--- src/rtl/lenet_result_reader.sv ---
// LeNet FC2 result reader: scans two SRAM F score sets and reports
// the signed argmax class and score of each set to a consumer.
module lenet_result_reader #(
  parameter int DATA_WIDTH = 8,
  parameter int CLASS_NUM  = 10
) (
  input  logic                  clk,
  input  logic                  srstn,
  input  logic                  fc2_done,
  output logic [1:0]            sram_raddr_f,
  input  logic [31:0]           sram_rdata_f,
  input  logic [31:0]           sram_rdata_f_1,
  output logic                  busy,
  output logic                  result_valid,
  input  logic                  result_ready,
  output logic [3:0]            class0,
  output logic [3:0]            class1,
  output logic [DATA_WIDTH-1:0] score0,
  output logic [DATA_WIDTH-1:0] score1,
  output logic                  overlap_err
);

  localparam int NWORD = (CLASS_NUM + 3) / 4;
  localparam logic [1:0] LAST = 2'(NWORD - 1);

  typedef logic signed [DATA_WIDTH-1:0] score_t;
  localparam score_t SMIN = {1'b1, {(DATA_WIDTH-1){1'b0}}};

  typedef enum logic [1:0] {
    IDLE,
    READ,
    DRAIN,
    OUTPUT
  } state_t;

  state_t     state;
  logic       pend;
  logic [1:0] pidx;
  score_t     max0, max1;
  logic [3:0] idx0, idx1;
  score_t     nmax0, nmax1;
  logic [3:0] nidx0, nidx1;
  logic       go;

  // Strict greater-than in ascending index order keeps the lowest
  // index on ties; bytes past CLASS_NUM are padding.
  function automatic logic [DATA_WIDTH+3:0] scan(
    input logic [31:0] w,
    input logic [1:0]  a,
    input score_t      m_in,
    input logic [3:0]  i_in
  );
    score_t            m;
    logic [3:0]        ix;
    logic signed [7:0] b;
    score_t            s;
    m  = m_in;
    ix = i_in;
    for (int k = 0; k < 4; k++) begin
      b = w[31-8*k -: 8];
      s = score_t'(b);
      if ((int'(a) * 4 + k) < CLASS_NUM && s > m) begin
        m  = s;
        ix = 4'(int'(a) * 4 + k);
      end
    end
    return {ix, m};
  endfunction

  always_comb begin
    {nidx0, nmax0} = scan(sram_rdata_f, pidx, max0, idx0);
    {nidx1, nmax1} = scan(sram_rdata_f_1, pidx, max1, idx1);
    go = fc2_done &&
         (state == IDLE || (state == OUTPUT && result_ready));
  end

  always_ff @(posedge clk) begin
    if (!srstn) begin
      state        <= IDLE;
      sram_raddr_f <= 2'd0;
      busy         <= 1'b0;
      result_valid <= 1'b0;
      class0       <= 4'd0;
      class1       <= 4'd0;
      score0       <= '0;
      score1       <= '0;
      overlap_err  <= 1'b0;
      pend         <= 1'b0;
      pidx         <= 2'd0;
      max0         <= '0;
      max1         <= '0;
      idx0         <= 4'd0;
      idx1         <= 4'd0;
    end else begin
      overlap_err <= 1'b0;
      pend        <= (state == READ);
      pidx        <= sram_raddr_f;
      if (pend) begin
        max0 <= nmax0;
        idx0 <= nidx0;
        max1 <= nmax1;
        idx1 <= nidx1;
      end
      unique case (state)
        IDLE: ;
        READ: begin
          if (fc2_done) overlap_err <= 1'b1;
          if (sram_raddr_f == LAST) begin
            state        <= DRAIN;
            sram_raddr_f <= 2'd0;
          end else begin
            sram_raddr_f <= sram_raddr_f + 2'd1;
          end
        end
        DRAIN: begin
          if (fc2_done) overlap_err <= 1'b1;
          state        <= OUTPUT;
          result_valid <= 1'b1;
          class0       <= nidx0;
          score0       <= nmax0;
          class1       <= nidx1;
          score1       <= nmax1;
        end
        OUTPUT: begin
          if (result_ready) begin
            result_valid <= 1'b0;
            if (!fc2_done) begin
              state <= IDLE;
              busy  <= 1'b0;
            end
          end else if (fc2_done) begin
            overlap_err <= 1'b1;
          end
        end
      endcase
      if (go) begin
        state        <= READ;
        busy         <= 1'b1;
        sram_raddr_f <= 2'd0;
        max0         <= SMIN;
        max1         <= SMIN;
        idx0         <= 4'd0;
        idx1         <= 4'd0;
      end
    end
  end

endmodule
--- config.mk ---
export PLATFORM = sky130hd
export DESIGN_NAME = lenet_result_reader
export DESIGN_NICKNAME = d
export VERILOG_FILES = /design/src/rtl/lenet_result_reader.sv
export SDC_FILE = /design/constraint.sdc
export NUM_CORES = 1
export LEC_CHECK = 0
export ABC_AREA = 1
export ABC_CLOCK_PERIOD_IN_PS = 5800
export CORE_UTILIZATION = 49
export DETAILED_ROUTE_END_ITERATION = 10
export PLACE_DENSITY = 0.86
export SYNTH_ARGS = -nofsm -noshare
export SYNTH_HDL_FRONTEND = slang
export SYNTH_SLANG_ARGS = --single-unit
--- constraint.sdc ---
create_clock -name clk -period 5.8 [get_ports clk]
set_input_delay 0.58 -clock clk [delete_from_list [all_inputs] [get_ports clk]]
set_output_delay 0.58 -clock clk [all_outputs]
set_load 0.02 [all_outputs]
* After elaboration in Yosys (flattened, before gate mapping) *
Index checks and enable logic that the tools add are counted.

storage, ports and cells
  register bits after elaboration = 58
  input port bits = 68

cells by class
  add/subtract/negate cells = 4
  magnitude comparators = 12
  equal/unequal tests = 11
  mux-type cells = 35
  bitwise logic cells = 1
  reductions and logical operators = 24

operators by type and width
  operator             count
  $lt 32x5->1 const B  3
  $mux 8               12
  $gt 8x8->1           8
  $mux 4               8
  $add 4x2->5 const B  2
  $logic_and 1x1->1    10
  $mux 1               8
  $mux 2               4
  $reduce_and 4->1     2
  $reduce_bool 2->1    4
  $eq 2x2->1 const B   3
  $ne 3x3->1 const B   2
  $pmux 2 s3           1
  $add 4x1->5 const B  1
  $lt 4x4->1 const B   1
  $ne 2x1->1 const B   2
  $ne 2x2->1 const B   2
  $pmux 1 s2           2
  $reduce_bool 4->1    1
  $reduce_or 2->1      2
  $ne 3x2->1 const B   1
  $reduce_and 3->1     1
  $reduce_bool 3->1    1
  $add 2x1->2 const B  1
  5 further kinds      5

* Logic depth before layout (Yosys ltp) *
Gate-level depths: netlist (run 1).

  word-level depth = 14
  depth in mapped cells = 53
  depth with buffers taken out = 50

* Worst setup path after synthesis (run 1) *
OpenSTA, ideal clock, no wires.

  kind = input to register
  start = input sram_rdata_f[27]
  end = register max0[0]
  arrival = 5397 ps
  setup slack = 294 ps
  stages = 45
  buffers on the path = 4
  cell sequence = ha_1 -> nand2_1 -> inv_1 -> nand2_1 -> nand2_1 -> nand2_1 -> nand2_1 -> nand2_2 -> nand2_2 -> buf_6 -> nand2_2 -> nand2_1 -> ha_1 -> nand2_1 -> nor2_2 -> a41oi_4 -> nand3_2 -> buf_6 -> (+9 left out) -> nand2_2 -> buf_4 -> nand3_2 -> nand2_1 -> ha_1 -> a21oi_1 -> o21ai_0 -> nand2_1 -> nand2_1 -> o21ai_0 -> nand2_1 -> nand2_1 -> buf_2 -> inv_1 -> nand2_1 -> nand3_1 -> nand2_1 -> inv_1

between the ends
  longest elaborated chain between the ends = 12

RTL lines
  what                  RTL line  text
  start, declared       11        input logic [31:0] sram_rdata_f,
  $gt 8x8->1            62        if ((int'(a) * 4 + k) < CLASS_NUM && s > m) begin
  $logic_and 1x1->1     62
  $mux 8 (*)            62
  $gt 8x8->1            62
  $logic_and 1x1->1     62
  $mux 8 (*)            62
  $gt 8x8->1            62
  $logic_and 1x1->1     62
  $mux 8 (*)            62
  $gt 8x8->1            62
  $logic_and 1x1->1     62
  $mux 8 (*)            62
  end signal, assigned  99        max0 <= nmax0;
  end, declared         39        score_t max0, max1;

Every way passes the cells marked *; elsewhere a longest branch is shown, timed or not.
A chain may end at the register's enable or synchronous reset.

* Worst setup path in the final report (run 1) *
  start = register max1[7]
  end = register score1[0]

between the ends
  longest elaborated chain between the ends = 12

RTL lines
  what                    RTL line  text
  start, declared         39
  start signal, assigned  101       max1 <= nmax1;
  $gt 8x8->1              62
  $logic_and 1x1->1       62
  $mux 8 (*)              62
  $gt 8x8->1              62
  $logic_and 1x1->1       62
  $mux 8 (*)              62
  $gt 8x8->1              62
  $logic_and 1x1->1       62
  $mux 8 (*)              62
  $gt 8x8->1              62
  $logic_and 1x1->1       62
  $mux 8 (*)              62
  end signal, assigned    122       score1 <= nmax1;
  end, declared           19        output logic [DATA_WIDTH-1:0] score1,

Marks and branches as above.

==> impl_metrics.json, run 1 <==
{
  "area_growth_pct": 65.0,
  "viasPerCell": 5.91,
  "fin_hold_ws_ns": 0.497,
  "cts_buffer_depth": 2,
  "crit_type": "reg -> reg",
  "layout_common_cells": "142 x inv_1, 137 x nand2_1, 121 x buf_4",
  "drt_pre_antenna_iters": 8,
  "power.leakage_nw": 4.45,
  "finalCriticalPeriod_ns": 6.11,
  "max_stage_delay_ns": 0.42,
  "cts_sinks": 58,
  "cp.required_ns": 6.10,
  "grt_max_degree": 44,
  "power_density_nw_per_um2": 712,
  "grt_pass1_vias": 5946,
  "finClkSkew_ns": 0.0160,
  "ys_seq_area_share_pct": 21.1,
  "syn-num-nets": 976,
  "final_area_sq_um": 9090,
  "ant_nets": 0,
  "final_common_cell": "inv_1",
  "die_w_microns": 108,
  "wl_per_cell_microns": 19.8,
  "path_max_fanout": 5,
  "netlist_area_sq_um": 5510,
  "post-place-ws_ns": -0.533,
  "synth_edf_count": 0,
  "syn-mean-instance-area_sq_um": 6.58,
  "clkPwrFrac_pct": 5.4,
  "yosysUniqueCellTypes": 32,
  "clk_latency_ns": 0.36,
  "fp.dieArea_sq_um": 11700,
  "layout_setup_ws_ns": -0.312,
  "worst_slew_pin_slew_ns": 1.19,
  "grt_usage_pct": 28.6,
  "drive_above_1_share_pct": 39.7,
  "seqPwrFrac_pct": 8.8,
  "start_util_pct": 50.6,
  "ios": 97,
  "cts-htree-levels": 3,
  "antenna_found_initial": 0,
  "slew_headroom_pct": 20.7,
  "portBuffers": 96,
  "nets": 1209,
  "crit_buf_inv": 10,
  "placed_cells": 1179,
  "max_freq_mhz": 164,
  "power.switching_mw": 3.31,
  "grt_pass1_wl_mm": 26.3,
  "endpoint_kind": "flip-flop",
  "core_sq_um": 10900,
  "nFillCells": 555,
  "synth-seq-cells": 58,
  "pwr-share-comb_pct": 85.8,
  "ctsHoldBuffers": 0,
  "root_buffer": "clkbuf_8",
  "clkTransAtPathRegs_ns": 0.07,
  "place_area_sq_um": 7480,
  "std_cell_rows": 38,
  "netSwitchingFraction_pct": 51.1,
  "antenna_cells": 0,
  "netlist_instances": 838,
  "setup_viol": 47,
  "final-instance-count-excl-fill": 1216,
  "post-route-drc-count": 0,
  "yosys_warnings": 0,
  "die_height_microns": 108,
  "cts_tree": "built",
  "finalCritPeriodShare_pct": 105,
  "p_int_mw": 3.16,
  "start_kind": "flip-flop",
  "critPathTopFamily": "simple AND/OR/NAND/NOR gates",
  "slowest_stage": "a21oi_1",
  "hpwlAfterDp_mm": 12.9,
  "hold_path.class": "reg -> reg",
  "multiInputGateArea_sq_um": 4750,
  "synthArstFlopShare_pct": 0,
  "drv_cap": 0,
  "globalRouteOverflowTotal": 0,
  "hold_viol": 0,
  "gp_congestion": 0.916,
  "ir_drop_mv": 0.495,
  "drt-initial-drc-count": 1017,
  "vias": 7188,
  "seqCellArea_sq_um": 1160,
  "violations": "setup timing",
  "synthFlopType": "dfxtp_1",
  "arrival_ns": 6.42,
  "drt_wl_total_mm": 24.0,
  "cts-buffers-inserted": 9,
  "drv_slew": 0,
  "status": "finished with violations",
  "crit_path_frequent_cell": "nand2_1"
}
-- flip-flops by register name, summed over array words and instances, names as in the netlist --
| signal | count |
|---|---|
| score0 | 8 |
| idx0 | 4 |
| max0 | 8 |
| score1 | 8 |
| result_valid | 1 |
| sram_raddr_f | 2 |
| class0 | 4 |
| idx1 | 4 |
| busy | 1 |
| class1 | 4 |
| overlap_err | 1 |
| state | 2 |
| pend | 1 |
| pidx | 2 |
| max1 | 8 |
-- cell families after synthesis --
logic type / synth area share, %
AOI/OAI and AO/OA: 10.7
adders and majority gates: 15.9
buffers and inverters: 13.3
DFF: 21.1
and+or+nand+nor: 39.0
-- stage by stage --
step / TNS, ns / power, mW / utilization [%]
after floorplan: 0 / 2.75 / -
after global placement: -14.33 / 4.03 / 68.7
after detailed placement: -19.99 / 4.13 / 68.7
after CTS: 0 / 4.57 / 71.1
after global routing: -21.82 / 6.83 / 83.5
final: -6.93 / 6.47 / 83.5
-- power groups by stage --
stage | logic [mW] | registers (mW) | clock network, mW
6_report | 5.56 | 0.567 | 0.350
5_1_grt | 5.89 | 0.575 | 0.373
4_1_cts | 3.68 | 0.557 | 0.340
3_5_place_dp | 3.57 | 0.564 | 0
3_3_place_gp | 3.47 | 0.563 | 0
2_1_floorplan | 2.14 | 0.614 | 0
-- tightest hold or removal path, delay by kind of cell (launching register included) --
kind             cells  cell delay [ns]
AO/OA/AOI/OAI        1             0.04
flip-flops           1             0.34
AND/OR/NAND/NOR      1             0.08
-- metal layers --
metal  track usage, %  share of wire [%]  up-vias
li1                 -                  -     3153
met1             33.4                 34     3269
met2             51.9                 48      552
met3             4.46                9.3      214
met4             11.1                8.7        0
met5                0                  0        -
-- final cells by class --
cell class                      count  share of cell area, %
Clock inverter                      6                  0.454
Inverter                          157                   6.59
Clock buffer                       10                   1.51
Tap cell                          140                   1.93
Multi-Input combinational cell    603                   52.3
Timing Repair Buffer              242                   24.5
Sequential cell                    58                   12.8
-- what timing repair did --
action / CTS / global route
pin swaps: 4 / 97
resized for setup: 11 / 268
setup endpoints to repair: 44 / 48
gates cloned: 1 / 3
setup buffers: 5 / 12
hold endpoints to repair: 0 / 0
-- synthesized netlist by cell type (3+ instances only) --
master    count  area share [%]
nand2_4       8             1.6
ha_1         70              16
nor3_1        3            0.27
or2_2        14             1.6
buf_2         5            0.45
o21ai_0      28             2.5
inv_1       156              11
nand3_2      44             8.0
o21a_1        4            0.54
nand3_1      61             5.5
o21ai_1       7            0.64
buf_4         3            0.41
and2_1        3            0.34
nor2_2        7            0.79
a21oi_1      57             5.2
clkbuf_1     11            0.75
dfxtp_1      58              21
nand4_1      12             1.4
nand2_2      15             1.7
nor2_1       60             4.1
buf_6         3            0.61
nand2_1     196              13
-- final timing paths --
| check | startpoint | to | slack, ns | cells past startpoint |
|---|---|---|---|---|
| worst max-delay path | max1[7] | score1[0] | -0.31 | 41 |
| worst min register to register | result_valid | result_valid | 0.50 | 2 |
| worst min-delay path | result_valid | result_valid | 0.50 | 2 |
| worst max register to register | max1[7] | score1[0] | -0.31 | 41 |
No activity file was read; power rests on OpenSTA's default activity.
==> inputs of run 2 (changes only) <==
--- a/config.mk
+++ b/config.mk
@@ -7,6 +7,7 @@
 export LEC_CHECK = 0
 export ABC_AREA = 1
 export ABC_CLOCK_PERIOD_IN_PS = 5800
+export CAP_MARGIN = 10
 export CORE_UTILIZATION = 49
 export DETAILED_ROUTE_END_ITERATION = 10
 export PLACE_DENSITY = 0.86
==> results of run 2 <==
Final layout, timing and power as in run 1 (identical DEF).
==> patch (settings of run 1) <==
`DATA_WIDTH`: 8 -> 12.
--- a/src/rtl/lenet_result_reader.sv
+++ b/src/rtl/lenet_result_reader.sv
@@ -1,7 +1,7 @@
 // LeNet FC2 result reader: scans two SRAM F score sets and reports
 // the signed argmax class and score of each set to a consumer.
 module lenet_result_reader #(
-  parameter int DATA_WIDTH = 8,
+  parameter int DATA_WIDTH = 12,
   parameter int CLASS_NUM  = 10
 ) (
   input  logic                  clk,
Interface: changed (resized score0 and score1); port bits go from 97 to 105. The function was not compared with the original's and may differ.
==> patch against run 1 <==
The run now fails in global routing (5_1_grt); area after synthesis up 24%.
==> patch: results (changes against run 1) <==
Synth top cells by count=nand2_1 (264), inv_1 (159), nand3_1 (114) (was nand2_1 (196), inv_1 (156), ha_1 (70)); Post-synth ARST share=0% (unchanged); prevailing post-synth register cell=dfxtp_1 (unchanged); Synth Net Count=1247 (was 976); CTS sink cnt=74 (was 58); site row count=42 (was 38); I/O Buffers=104 (was 96); largest net degree at the start of global routing=33; GP Congestion=0.9440 (was 0.9161); ranking of synthesized cells by area=dfxtp_1 (22%), ha_1 (19%), nand2_1 (15%) (was dfxtp_1 (21%), ha_1 (16%), nand2_1 (13%)); gr ovfl total=59; dpl hpwl=16340 um (was 12860 um); H-tree lvl count=3 (unchanged); clk buf depth=2 (unchanged); First Err=[ERROR GRT-0232] Routing congestion too high. Check the congestion heatmap in the GUI.; status=aborted with a tool error (was finished, violations left); worst_ep kind=sequential cell input; cts bufs inserted=9 (unchanged); Seq/Total Area, Yosys=21.73% (was 21.07%); clock root buffer master=clkbuf_16 (was clkbuf_8); stage reached=global routing (5_1_grt); worst-path endpoint after global-route repair_timing=score0[8]$_SDFFE_PN0P_/D; Distinct cells, synth=33 (was 32); YS warnings=0 (unchanged); global-route usage over all layers=75.77%; Cell Area, Placed=0.008946 mm2 (was 0.007477 mm2)
[patch: what timing repair did]
| action | CTS |
|---|---|
| endpoints found under the setup margin | 64 |
| cloned | 8 |
| resized for setup | 319 |
| pin swaps | 137 |
| buffers inserted | 31 |
[patch: per-stage QoR]
step                      setup slack [ns]  util [%]  instances
after floorplan                  -0.004969         -       1077
after global placement              -1.187     66.76       1456
after detailed placement            -1.372     66.76       1456
after CTS                         -0.03685     81.06       1511
[patch: cell families after synthesis]
family | Yosys count | synth area share, %
and+or+nand+nor | 567 | 37.72
adders and majority gates | 102 | 18.72
DFF | 74 | 21.73
buffers and inverters | 199 | 11.38
AOI/OAI and AO/OA | 135 | 10.44
[patch: routing by layer]
metal / GRT overflow / track usage (%)
met1: 0 / 75.64
met2: 41 / 92.89
met3: 0 / 59.13
met4: 18 / 78.98
met5: 0 / 15.81
